## config.mk

```make
export PLATFORM = sky130hd
export DESIGN_NAME = counter_ctrl
export DESIGN_NICKNAME = d
export VERILOG_FILES = /design/src/rtl/counter_ctrl.sv
export SDC_FILE = /design/constraint.sdc
export NUM_CORES = 1
export LEC_CHECK = 0
export ABC_AREA = 1
export BUFFER_PORTS_ARGS = -buffer_cell sky130_fd_sc_hd__clkbuf_2
export CAP_MARGIN = 5
export CORE_MARGIN = 8
export CORE_UTILIZATION = 35
export CTS_BUF_LIST = sky130_fd_sc_hd__clkbuf_2
export DETAILED_ROUTE_END_ITERATION = 8
export GPL_ROUTABILITY_DRIVEN = 0
export GPL_TIMING_DRIVEN = 0
export PLACE_DENSITY = 0.5
export SLEW_MARGIN = 20
export SYNTH_ARGS = -nofsm -noshare
export SYNTH_HDL_FRONTEND = slang
export SYNTH_SLANG_ARGS = --single-unit
```

## constraint.sdc

```tcl
create_clock -name clk -period 4 [get_ports clk]
set_clock_uncertainty 0.05 [all_clocks]
set_input_delay 0.8 -clock clk [delete_from_list [all_inputs] [get_ports clk]]
set_output_delay 0.8 -clock clk [all_outputs]
set_load 0.005 [all_outputs]
```

## src/rtl/counter_ctrl.sv

```systemverilog
// counter_ctrl: debounced push-button front end driving a prescaled
// modulo-(MAX+1) up/down counter with a RUN/STOP state machine.
module counter_ctrl #(
  parameter int WIDTH     = 4,
  parameter int MAX       = 9,
  parameter int PRESCALE  = 50000000,
  parameter int DB_CYCLES = 1000000
) (
  input  logic             clk,
  input  logic             rst,
  input  logic             btn_run,
  input  logic             btn_dir,
  input  logic             btn_clr,
  output logic [WIDTH-1:0] count,
  output logic             running,
  output logic             dir,
  output logic             wrap
);
  localparam int CW = $clog2(DB_CYCLES);
  localparam int PW = $clog2(PRESCALE);
  localparam logic [CW-1:0] DB_LAST = CW'(DB_CYCLES - 1);
  localparam logic [PW-1:0] PS_LAST = PW'(PRESCALE - 1);
  localparam logic [WIDTH-1:0] CMAX = WIDTH'(MAX);
  typedef enum logic {STOP, RUN} state_t;
  state_t state_q, state_d;
  logic [2:0] sync1_q, sync2_q, db_q, db_d, dbp_q, tick;
  logic [CW-1:0] dbc_q [3];
  logic [CW-1:0] dbc_d [3];
  logic [PW-1:0] pre_q, pre_d;
  logic [WIDTH-1:0] count_q, count_d;
  logic dir_q, dir_d, wrap_q, wrap_d;
  logic run_tick, dir_tick, clr_tick, step, stop, do_step;
  // Bit order for every per-button vector: 0 = run, 1 = dir, 2 = clr.
  always_comb begin
    for (int i = 0; i < 3; i++) begin
      dbc_d[i] = (sync2_q[i] == db_q[i] || dbc_q[i] == DB_LAST) ? '0 : dbc_q[i] + 1'b1;
      db_d[i]  = (sync2_q[i] != db_q[i] && dbc_q[i] == DB_LAST) ? sync2_q[i] : db_q[i];
    end
  end
  assign tick     = db_q & ~dbp_q;
  assign run_tick = tick[0];
  assign dir_tick = tick[1];
  assign clr_tick = tick[2];
  assign step     = state_q == RUN && pre_q == PS_LAST;
  assign stop     = run_tick && state_q == RUN;
  assign do_step  = step && !clr_tick && !stop;
  always_comb begin
    state_d = run_tick ? (state_q == RUN ? STOP : RUN) : state_q;
    dir_d   = dir_q ^ dir_tick;
    pre_d   = (clr_tick || stop || state_q == STOP || step) ? '0 : pre_q + 1'b1;
    wrap_d  = do_step && (dir_q ? count_q == '0 : count_q == CMAX);
    count_d = clr_tick ? '0 :
              !do_step ? count_q :
              dir_q ? (count_q == '0 ? CMAX : count_q - 1'b1) :
                      (count_q == CMAX ? '0 : count_q + 1'b1);
  end
  always_ff @(posedge clk or posedge rst) begin
    if (rst) begin
      sync1_q <= '0;
      sync2_q <= '0;
      db_q    <= '0;
      dbp_q   <= '0;
      dbc_q   <= '{default: '0};
      state_q <= STOP;
      pre_q   <= '0;
      count_q <= '0;
      dir_q   <= 1'b0;
      wrap_q  <= 1'b0;
    end else begin
      sync1_q <= {btn_clr, btn_dir, btn_run};
      sync2_q <= sync1_q;
      db_q    <= db_d;
      dbp_q   <= db_q;
      dbc_q   <= dbc_d;
      state_q <= state_d;
      pre_q   <= pre_d;
      count_q <= count_d;
      dir_q   <= dir_d;
      wrap_q  <= wrap_d;
    end
  end
  assign count   = count_q;
  assign running = state_q == RUN;
  assign dir     = dir_q;
  assign wrap    = wrap_q;
endmodule

```

---- Word-level counts from Yosys, hierarchy flattened ----
Index checks and enable logic that the tools add are counted.
cells by class
  eq/ne operators ......................... 11
  muxes and demuxes ....................... 11
  add/subtract/negate cells ............... 6
  bitwise logic cells ..................... 4
  reductions and logical operators ........ 18
operator list
  kind                     number
  $add A20 B1 Y20 const B  3
  $eq A20 B20 Y1 const B   3
  $mux W20                 3
  $add A26 B1 Y26 const B  1
  $eq A26 B26 Y1 const B   1
  $mux W26                 1
  $mux W4                  5
  $logic_and A1 B1 Y1      8
  $logic_or A1 B1 Y1       6
  $add A4 B1 Y4 const B    1
  $eq A4 B4 Y1 const B     1
  $logic_not A4 Y1         1
  $sub A4 B1 Y4 const B    1
  $and A3 B3 Y3            1
  $eq A1 B1 Y1             3
  $ne A1 B1 Y1             3
  $not A3 Y3               1
  $logic_not A1 Y1         2
  $mux W1                  2
  $reduce_bool A2 Y1       1
  $not A1 Y1               1
  $xor A1 B1 Y1            1
word-level totals
  register bits ........................... 105
  word-level logic and storage cells ...... 64
  output and inout bits ................... 7
  input port bits ......................... 5

---- Depth between registers and ports, before layout ----
Gate-level depths: netlist of the first run.
  depth in word-level cells ............... 7
  mapped depth ............................ 9
  gate-level depth less buffers ........... 9

---- Least setup slack after synthesis of the first run ----
No wires, ideal clock.
  path kind ............................... reg2reg
  from .................................... register pre_q[0]
  to ...................................... register pre_q[14]
  required time ........................... 3.831 ns
  setup time .............................. 0.119 ns
  period minus slack after synthesis ...... 1.554 ns
  path buffers ............................ 1
  cell stages (with the launch flop) ...... 10
  arrival ................................. 1.385 ns
  slack ................................... 2.446 ns
  cells stage by stage .................... dfrtp_1 ha_1 inv_2 nor2_4 nand2_2 nor2_4 nand2_2 nand2_4 buf_6 nor2_1
between the ends
  cells in the longest elaborated chain, start to end .. 4
  elaborated cells between the ends (all ways) .. 5
  classes of those cells .................. 1 x add/sub; 1 x eq/ne; 1 x mux; 2 x reduce/logical
ends and longest elaborated chain
  what                                                     line  source
  from (decl)                                              29    logic [PW-1:0] pre_q, pre_d;
  from (signal assigned)                                   76    pre_q <= pre_d;
  branches (longest 3 deep; another with $add A26 B1 Y26)  -
  $mux W26 *                                               50    pre_d = (clr_tick || stop || state_q == STOP || step) ? '0 : pre_q + 1'b1;
  named net pre_d[14]                                      29
Mark *: on every way through the listed nets, which the timed path passes.
A chain may end at the register's enable or synchronous reset.

---- Worst setup path after layout of the first run ----
  from .................................... register count_q[1] (netlist: count[1])
  to ...................................... output port count[1]
RTL lines
  what                    line  source
  from (decl)             30    logic [WIDTH-1:0] count_q, count_d;
  from (signal assigned)  77    count_q <= count_d;
  to (decl)               14    output logic [WIDTH-1:0] count,
No word-level cell between the ends.

==> results of run 1 <==
==> sequential cells by signal, indices dropped and copies added, names as in the netlist <==
signal   cells
count        4
db_q         3
dbc_q       60
dbp_q        3
dir          1
pre_q       26
running      1
sync1_q      3
sync2_q      3
wrap         1
==> cell families (layout without fill, tap and decap cells) <==
kind of cell | Yosys count | in the layout
adders and majority gates | 4 | 4
buffers and inverters | 95 | 123
xor gates and xnor gates | 51 | 51
and+or+nand+nor | 539 | 539
DFF | 105 | 105
AOI/OAI and AO/OA | 20 | 20
other | 0 | 1
==> area by class of cell <==
| class | instances | area [um^2] |
|---|---|---|
| fill | 1833 | 10100 |
| tap | 220 | 275 |
| inverter | 86 | 328 |
| sequential | 105 | 2630 |
| clock inverter | 6 | 93.8 |
| timing repair buffer | 13 | 92.6 |
| antenna | 1 | 2.50 |
| clock buffer | 9 | 45.0 |
| multi-input combinational | 614 | 2830 |
| buffer | 9 | 61.3 |
==> synthesized netlist by cell type, drive strengths merged <==
library cell | instances | area (um^2)
nand2 | 232 | 886
nor2 | 221 | 862
dfrtp | 105 | 2630
inv | 86 | 323
nand3 | 60 | 310
xor2 | 29 | 254
xnor2 | 22 | 193
nand4 | 18 | 113
a21oi | 7 | 35.0
buf | 7 | 53.8
nor3 | 6 | 35.0
o21ai | 6 | 30.0
o21bai | 6 | 45.0
ha | 4 | 50.1
clkbuf | 2 | 7.51
a31oi | 1 | 6.26
and2 | 1 | 6.26
nand3b | 1 | 7.51
==> stage by stage <==
step	util (%)	hold WS (ns)	instance area, um^2	TNS, ns
final	38.6	0.177	6360	0
after global routing	38.6	0.0482	6360	0
after CTS	38.6	0.0892	6360	0
after detailed placement	37.7	0.290	6210	0
after global placement	37.5	0.285	6170	-116.67
after floorplan	-	0.281	5840	0
==> power by group through the flow <==
stage,sequential (mW),combinational (mW),clock [mW]
6_report,1.08,0.0571,0.575
5_1_grt,1.09,0.0677,0.653
4_1_cts,1.08,0.0604,0.616
3_5_place_dp,1.10,0.0599,0
3_3_place_gp,1.10,0.0552,0
2_1_floorplan,1.10,0.0392,0
==> how the worst max path moves through the flow <==
stage,to,cells past startpoint
floorplan,count[0],1
global placement,pre_q[22],2
detailed placement,pre_q[14],9
CTS,count[1],1
global route,count[1],1
finish,count[1],1
==> metal layers <==
layer / vias to the layer above / global-route usage (%) / routed length (um)
li1: 2562 / - / -
met1: 2158 / 18.1 / 6790
met2: 61 / 19.6 / 5690
met3: 11 / 3.39 / 407
met4: 0 / 3.49 / 126
met5: - / 0 / 0
==> flow_summary_export.csv, run 1 <==
group,metric,value,unit
hold_path,hp-class,"in2reg",
placed_design,dp_cells,1046,
job,cap_viol_max_count,0,
finish,fin_cells,1063,
pwr,powerDensity,270,mW/mm^2
finish,layout-drive-gt1-share,5.94,%
outcome,status,"finished, final reports clean",
drt,wl_per_cell,12.2,um
setup_path,critPathMaxStageDelay,0.55,ns
die,core-area,0.0165,mm^2
pwr,pwr-share-comb,3.3,%
synth,synthMuxAreaShare,0,%
clock_tree,postCtsHoldBufs,1,
synth,synth_fa_ha_area_share,0.856,%
grt,grt_use_total,13.0,%
clock_tree,worstSkewPairLatency,0.63,ns
pwr,seqPwrFrac,63.2,%
clock_tree,cts.repair.resized,0,
die,start_util,35.5,%
setup_path,cp_slowest_cell,"dfrtp_1",
die,die_h,145,um
drt,drc,0,
drt,viasPerCell,4.51,
clock_tree,htree_levels,3,
setup_path,cp.arrival,1.37,ns
die,io_pins,12,
clock_tree,cts_tree,"yes",
hold_path,hold_start,"btn_run",
clock_tree,cts_setup_buffers,0,
synth,ys_ff_latch,105,
pwr,p_int,1.30,mW
drt,drtAntennaViolNets,0,
pwr,switchingPower,0.419,mW
pwr,power.total,1.72,mW
sta,slew_headroom,68.4,%
grt,grt.overflow.total,0,
synth,synth-compound-area-share,1.99,%
setup_path,critical_path.top_delay_family,"flip-flops",
setup_path,crit_type,"reg2out",
clock_tree,clk_pin_slew,0.30,ns
synth,yosysWarnings,0,
setup_path,reg2reg_slack,2.09,ns
setup_path,timing.critical_path.buf_inv,1,
finish,most-common-layout-cells,"228 x nand2_1, 214 x nor2_1, 105 x dfrtp_1, 84 x inv_1, 58 x nand3_1",
clock_tree,cts_root_buf,"clkbuf_2",
die,die_area,0.0211,mm^2
hold_path,whs_path_depth,1,
synth,synth_top_family_by_area,"simple AND/OR/NAND/NOR gates",
pwr,clock_power_share,33.5,%
die,num_rows,47,
finish,final_common_cell,"nand2_1",
setup_path,cp_max_fo,8,
drt,drtPass1Iterations,4,
drt,vias,4792,
setup_path,worstPathRequired,3.15,ns
placed_design,hpwlAfterDp,9.54,mm
sta,layout_min_cycle_time,2.22,ns
synth,synth_xor_area_share,7.64,%
clock_tree,cts_made_buffers,9,
synth,synth_cells,814,
grt,grt_start_max_net_pins,74,
synth,syn_area_per_cell,7.18,um^2
setup_path,regToRegStartpoint,"pre_q[0]",
sta,timing.final.ws_setup,1.78,ns
placed_design,portBuffers,11,
sta,setup_viol,0,
placed_design,pre_cts_ws,2.13,ns
finish,syn_to_final_growth,8.80,%
sta,report.final.hold_viol_count,0,
drt,drt-initial-drc-count,278,
grt,grt_pass1_vias,4523,
grt,grt_pass1_wl,22.7,mm
setup_path,rr_worst_depth,9,
finish,nets,847,
synth,synth_area,0.00584,mm^2
sta,drv_slew,0,
clock_tree,clockBufferDepth,2,
sta,final.period_utilization,55.6,%
pwr,swShare,24.4,%
synth,syn_nets,823,
synth,ys_seq_area_share,45.0,%
grt,antenna_found_initial,1,
hold_path,worst_hold_path.endpoint,"sync1_q[0]",
synth,synthSimpleGateAreaFrac,38.0,%
setup_path,crit_path_cell_trace,"clkbuf_2",
setup_path,cp-end-kind,"output pin",
sta,tightest_slew,0.470,ns
pwr,ir_drop,0.000193,V
synth,synthDistinctLibCells,26,
sta,fmax,450,MHz
pwr,leakage,2.64,nW
clock_tree,cts.sinks,105,
sta,rsz0062_at_grt,"no",
setup_path,r2r-end,"pre_q[6]",
setup_path,crit_path_start_kind,"flip-flop",
drt,postRouteWirelength,13.0,mm
die,die_w,145,um
setup_path,worstSetupStartpoint,"count[1]",
Note: power is estimated with default switching activity, not from simulation.
==> run 2, diff against run 1 <==
--- a/config.mk
+++ b/config.mk
@@ -5,7 +5,7 @@
 export SDC_FILE = /design/constraint.sdc
 export NUM_CORES = 1
 export LEC_CHECK = 0
-export ABC_AREA = 1
+export ABC_AREA = 0
 export BUFFER_PORTS_ARGS = -buffer_cell sky130_fd_sc_hd__clkbuf_2
 export CAP_MARGIN = 5
 export CORE_MARGIN = 8
@@ -14,7 +14,7 @@
 export DETAILED_ROUTE_END_ITERATION = 8
 export GPL_ROUTABILITY_DRIVEN = 0
 export GPL_TIMING_DRIVEN = 0
-export PLACE_DENSITY = 0.5
+export PLACE_DENSITY = 0.51
 export SLEW_MARGIN = 20
 export SYNTH_ARGS = -nofsm -noshare
 export SYNTH_HDL_FRONTEND = slang
==> constraint.sdc (replaced) <==
create_clock -name clk -period 1.95 [get_ports clk]
set_clock_uncertainty 0.05 [all_clocks]
set_input_delay 0.39 -clock clk [delete_from_list [all_inputs] [get_ports clk]]
set_output_delay 0.39 -clock clk [all_outputs]
set_load 0.005 [all_outputs]
==> run 2 against run 1 <==
The flow now finishes with violations (setup timing); utilization is 5.4 points higher; final cell count is 23% lower; global-route usage decreased by 0.79 points; sequential power rose by 110%; first-iteration DRC count increased by 16%; critical path depth grew 4; non-clock buffer count grew 69; area after synthesis decreased by 10%; sequential share of layout area down 0.28 points.
==> flow_summary_export.csv, run 2 <==
group,metric,value,unit
outcome,status,"finished, violations left",
outcome,violations,"setup timing",
setup_path,cp.arrival,2.49,ns
synth,syn_nets,558,
placed_design,dp_cells,747,
synth,synthSimpleGateAreaFrac,27.0,%
setup_path,crit_type,"reg2reg",
synth,ys_seq_area_share,50.0,%
clock_tree,cts.sinks,105,
drt,drtAntennaViolNets,0,
synth,synth_most_common_cell,"dfrtp_1",
synth,synth_cells,549,
clock_tree,htree_levels,3,
finish,final_common_cell,"dfrtp_1",
clock_tree,clk_pin_slew,0.26,ns
setup_path,crit_path_cell_trace,"buf_6, nand4_1, or4_4, or4b_1, a21oi_1",
setup_path,critPathMaxStageDelay,0.57,ns
pwr,powerDensity,504,mW/mm^2
synth,synth-compound-area-share,8.74,%
pwr,ir_drop,0.000303,V
grt,antenna_found_initial,0,
finish,syn_to_final_growth,22.2,%
finish,antenna_cells,0,
drt,postRouteWirelength,11.7,mm
setup_path,worstPathRequired,2.46,ns
synth,synth_edf_count,0,
die,num_rows,44,
placed_design,pre_cts_ws,-0.362,ns
setup_path,cp-end-kind,"flip-flop",
placed_design,portBuffers,11,
setup_path,cp_max_fo,6,
synth,synth_fa_ha_area_share,0.953,%
synth,synth_common_cells,"105 x dfrtp_1, 67 x nor2_1, 39 x nand2_1",
grt,grt.overflow.total,0,
die,die_w,139,um
sta,timing.final.ws_setup,-0.0257,ns
finish,fin_cells,814,
synth,synth_area,0.00525,mm^2
clock_tree,cts_tree,"yes",
die,start_util,36.0,%
setup_path,crit_path_start_kind,"flip-flop",
die,die_area,0.0192,mm^2
hold_path,hp-class,"in2async",
synth,synth_xor_area_share,9.00,%
synth,synthArstFlopShare,100,%
synth,synthMuxAreaShare,1.21,%
setup_path,critical_path.top_delay_family,"simple AND/OR/NAND/NOR gates",
sta,drv_slew,0,
placed_design,hpwlAfterDp,7.52,mm
synth,yosysWarnings,0,
synth,synth_flop_cell,"dfrtp_1",
sta,fmax,506,MHz
drt,drc,0,
finish,layout-drive-gt1-share,23.8,%
sta,report.final.hold_viol_count,0,
clock_tree,cts_root_buf,"clkbuf_2",
finish,nets,635,
sta,slew_headroom,53.0,%
finish,max_flop_register,"dbc_q",
clock_tree,worstSkewPairLatency,0.61,ns
drt,viasPerCell,5.28,
clock_tree,clockBufferDepth,2,
grt,grt_use_total,12.2,%
grt,grt_pass1_wl,19.8,mm
synth,synth_top_family_by_area,"simple AND/OR/NAND/NOR gates",
finish,utilization,44.0,%
synth,synthDistinctLibCells,49,
drt,drt-initial-drc-count,322,
synth,ys_ff_latch,105,
setup_path,timing.critical_path.buf_inv,1,
pwr,power.total,3.24,mW
synth,syn_area_per_cell,9.57,um^2
clock_tree,cts_made_buffers,9,
finish,most-common-layout-cells,"99 x dfrtp_1, 66 x nor2_1, 51 x buf_4, 38 x nand2_1, 30 x xnor2_1",
drt,drtPass1Iterations,4,
die,die_h,139,um
die,core-area,0.0146,mm^2
setup_path,cp_slowest_cell,"or4_4",
sta,fin_hold_ws,0.326,ns
finish,largest_register_ffs,60,
synth,synth_top_area_share,50.0,%
sta,layout_min_cycle_time,1.98,ns
grt,grt_start_max_net_pins,33,
synth,synth.largest_area_cell,"dfrtp_1",
pwr,leakage,2.57,nW
die,io_pins,12,
sta,rsz0062_at_grt,"yes",
sta,tightest_slew,0.703,ns
sta,setup_viol,1,
job,cap_viol_max_count,0,
synth,yosys-top-cells-area,"dfrtp_1 50%, xnor2_1 5.0%, nor2_1 4.8%",
drt,wl_per_cell,14.3,um
grt,grt_pass1_vias,4223,
drt,vias,4297,
sta,final.period_utilization,101,%
[run 2: cell count changes after synthesis, moves of 8 or more]
cell,change
nand2_1,-189
clkbuf_1,+18
nor2_1,-147
xnor2_1,+8
inv_1,-70
a21oi_1,+25
nor3_1,+8
and3_1,+9
nor4_1,+13
nand3_1,-28
or3_1,+16
or4_1,+19
o21ai_0,+14
o31ai_1,+15
[run 2: worst min-delay path, cell delays in order]
cell and delay, ns:
dlygate4sd3_1 0.53, clkbuf_2 0.12, clkinvlp_4 0.47
[run 2: worst paths after layout]
kind / startpoint / to / slack [ns] / cells past startpoint
hold reg to reg: sync1_q[0] / sync2_q[0] / 0.34 / 0
max in group asynchronous: rst / dbc_q[18] / 0.72 / 5
setup reg to reg: pre_q[11] / pre_q[23] / -0.03 / 5
setup / recovery: pre_q[11] / pre_q[23] / -0.03 / 5
min in group clk: sync1_q[0] / sync2_q[0] / 0.34 / 0
hold / removal: rst / dbc_q[26] / 0.33 / 3
[run 2: logic make-up (layout without fill, tap and decap cells)]
logic type,after synthesis,count (layout)
AOI/OAI and AO/OA,77,77
and+or+nand+nor,263,263
xor gates and xnor gates,54,54
adders and majority gates,4,4
buffers and inverters,40,121
DFF,105,105
muxes,6,6
[run 2: cell type report]
class	count	area, um^2
Sequential cell	105	2640
Fill cell	1403	8170
Tap cell	184	230
Clock buffer	11	55.1
Inverter	15	60.1
Clock inverter	4	21.3
Timing Repair Buffer	74	623
Multi-Input combinational cell	404	2670
Buffer	17	130
[run 2: per-layer routing]
metal	GRT usage, %	wire length, um	up-vias
li1	-	-	2101
met1	14.9	5310	2122
met2	20.2	5800	59
met3	3.84	369	15
met4	3.55	172	0
met5	0	0	-
[run 2: where the power goes]
part | internal [mW] | switching [mW]
registers | 2.20 | 0.0134
logic | 0.0668 | 0.0976
clock network | 0.163 | 0.694
[run 2: repair_timing]
| item | 4_1_cts | 5_1_grt |
|---|---|---|
| hold endpoints to repair | 34 | 0 |
| endpoints found under the setup margin | 92 | 86 |
| gates resized for setup | 30 | 48 |
| buffers inserted | 42 | 9 |
| cloned | 2 | 3 |
| pin swaps | 15 | 13 |
| hold buffers | 4 | 0 |
[run 2: metrics by stage]
step | area, um^2 | TNS [ns]
4_1_cts | 6170 | -0.00657
3_5_place_dp | 5640 | -18.90
3_3_place_gp | 5570 | -69.67
6_report | 6420 | -0.0257
5_1_grt | 6420 | -0.296
2_1_floorplan | 5280 | 0
==> run 3, diff against run 2 <==
--- a/config.mk
+++ b/config.mk
@@ -8,14 +8,13 @@
 export ABC_AREA = 0
 export BUFFER_PORTS_ARGS = -buffer_cell sky130_fd_sc_hd__clkbuf_2
 export CAP_MARGIN = 5
-export CORE_MARGIN = 8
 export CORE_UTILIZATION = 35
 export CTS_BUF_LIST = sky130_fd_sc_hd__clkbuf_2
 export DETAILED_ROUTE_END_ITERATION = 8
 export GPL_ROUTABILITY_DRIVEN = 0
 export GPL_TIMING_DRIVEN = 0
 export PLACE_DENSITY = 0.51
-export SLEW_MARGIN = 20
+export SLEW_MARGIN = 0
 export SYNTH_ARGS = -nofsm -noshare
 export SYNTH_HDL_FRONTEND = slang
 export SYNTH_SLANG_ARGS = --single-unit
==> run 3 against run 2 <==
The flow still finishes with violations (setup timing); non-clock buffer count shrank 2; global-route usage grew 3.2 points; design area shrank 0.37%; sequential power is essentially flat; flip-flop and latch count is the same; clock power grew 19%; utilization shrank 0.16 points; die area shrank 19%; first-iteration DRC count shrank 17%; maximum frequency shrank 2.5%; setup slack lost 0.051 ns; wire length shrank 0.80%; highest routed layer unchanged.
==> flow_summary_export.csv, run 3 (synthesis results as in run 2) <==
group,metric,value,unit
setup_path,cp.arrival,2.53,ns
setup_path,r2r-end,"pre_q[25]",
drt,drt-initial-drc-count,266,
clock_tree,cts_made_buffers,9,
clock_tree,cts_root_buf,"clkbuf_2",
setup_path,cp_slowest_cell,"or4_4",
grt,antenna_found_initial,0,
drt,wl_per_cell,14.2,um
grt,grt.overflow.total,0,
setup_path,rr_worst_depth,6,
sta,setup-tns-final,-0.401,ns
clock_tree,clk_pin_slew,0.28,ns
setup_path,crit_path_start_kind,"flip-flop",
clock_tree,worstSkewPairLatency,0.62,ns
pwr,powerDensity,530,mW/mm^2
drt,viasPerCell,5.20,
die,die_area,0.0155,mm^2
finish,nets,633,
grt,grt_pass1_wl,19.8,mm
die,die_h,125,um
job,cap_viol_max_count,0,
setup_path,regToRegStartpoint,"pre_q[11]",
pwr,ir_drop,0.000399,V
setup_path,cp_max_fo,5,
setup_path,reg2reg_slack,-0.08,ns
drt,vias,4226,
setup_path,crit_type,"reg2reg",
sta,layout_min_cycle_time,2.03,ns
grt,grt_pass1_vias,4262,
pwr,pwr-share-comb,4.5,%
setup_path,critPathMaxStageDelay,0.60,ns
outcome,violations,"setup timing",
sta,report.final.hold_viol_count,0,
setup_path,worstPathRequired,2.46,ns
finish,fin_cells,813,
clock_tree,cts_tree,"yes",
clock_tree,clockBufferDepth,2,
die,core-area,0.0146,mm^2
sta,drv_slew,0,
drt,drc,0,
drt,postRouteWirelength,11.6,mm
setup_path,crit_path_cell_trace,"buf_6, nand4_1, or4_4, buf_4, or3_1, a21oi_1",
grt,grt_use_total,15.5,%
finish,multi_input_area,0.00266,mm^2
placed_design,dp_cells,746,
finish,largest_register_ffs,60,
drt,drtPass1Iterations,4,
sta,fin_hold_ws,0.280,ns
pwr,clock_power_share,30.1,%
finish,antenna_cells,0,
placed_design,hpwlAfterDp,7.23,mm
pwr,leakage,2.55,nW
finish,syn_to_final_growth,21.7,%
finish,max_flop_register,"dbc_q",
sta,tightest_slew,0.600,ns
sta,setup_viol,21,
finish,utilization,43.8,%
sta,timing.final.ws_setup,-0.0768,ns
finish,regArea,0.00264,mm^2
grt,grt_start_max_net_pins,41,
outcome,status,"finished, violations left",
pwr,swShare,25.0,%
finish,most-common-layout-cells,"99 x dfrtp_1, 67 x nor2_1, 53 x buf_4, 37 x nand2_1, 30 x xnor2_1",
sta,slew_headroom,59.9,%
sta,final.period_utilization,104,%
placed_design,portBuffers,11,
placed_design,pre_cts_ws,-0.341,ns
hold_path,hp-class,"in2async",
finish,final_common_cell,"dfrtp_1",
pwr,switchingPower,0.850,mW
die,start_util,36.0,%
finish,layout-drive-gt1-share,23.1,%
clock_tree,cts.sinks,105,
die,die_w,125,um
clock_tree,htree_levels,3,
sta,rsz0062_at_grt,"yes",
pwr,p_int,2.54,mW
die,num_rows,44,
sta,fmax,493,MHz
die,io_pins,12,
finish,n_fill_cell,1383,
setup_path,cp-end-kind,"flip-flop",
drt,drtAntennaViolNets,0,
pwr,seqPwrFrac,65.4,%
[run 3: cell count changes in the layout (fill, tap and decap cells not counted), sizes merged]
cell | previous run | this run
buf | 62 | 65
bufinv | 0 | 1
clkbuf | 36 | 29
clkinv | 3 | 5
[run 3: how the worst max path moves through the flow]
stage / startpoint / endpoint / slack, ns / cells past startpoint
5_1_grt: pre_q[11] / pre_q[25] / -0.12 / 6
2_1_floorplan: pre_q[11] / pre_q[23] / 0.002 / 6
3_3_place_gp: rst / dbc_q[17] / -0.50 / 2
4_1_cts: pre_q[7] / pre_q[23] / -0.02 / 5
3_5_place_dp: pre_q[0] / pre_q[23] / -0.34 / 7
6_report: pre_q[11] / pre_q[25] / -0.08 / 6
[run 3: final cells by class]
cell class | instances | share of cell area (%)
flip-flops and latches | 105 | 41.2
plain buffers | 17 | 1.80
inverters | 15 | 0.939
clock buffers | 9 | 0.704
well taps | 184 | 3.60
clock inverters | 7 | 0.959
repair buffers | 72 | 9.23
multi-input cells | 404 | 41.6
[run 3: routing by layer]
| layer | global-route usage [%] | part of all wire [%] |
|---|---|---|
| met5 | 0 | 0 |
| met4 | 4.11 | 1.1 |
| met3 | 4.17 | 3.2 |
| met2 | 26.4 | 49 |
| met1 | 19.2 | 46 |
[run 3: power groups by stage]
stage	Sequential (mW)	Clock [mW]	Combinational (mW)
floorplan	2.25	0	0.0793
detailed placement	2.26	0	0.121
global route	2.22	1.15	0.178
global placement	2.26	0	0.109
finish	2.22	1.02	0.152
CTS	2.22	1.07	0.147
[run 3: through the flow]
| stage | total power, mW | instance area [um^2] |
|---|---|---|
| floorplan | 2.33 | 5280 |
| global placement | 2.36 | 5570 |
| detailed placement | 2.38 | 5610 |
| CTS | 3.44 | 6060 |
| global route | 3.55 | 6400 |
| finish | 3.39 | 6400 |
[run 3: repair_timing]
action	in CTS	in global routing
pin swaps	10	18
resized for setup	25	47
gates cloned	0	2
hold buffers	4	0
endpoints found under the hold margin	29	0
setup endpoints to repair	92	91
buffers inserted	33	20
[run 3: critical path, delay by kind of cell (launching register included)]
kind | cells | cell delay [ns]
flip-flops | 1 | 0.46
buffers and inverters | 2 | 0.28
AO/OA/AOI/OAI | 1 | 0.13
AND/OR/NAND/NOR | 3 | 1.06
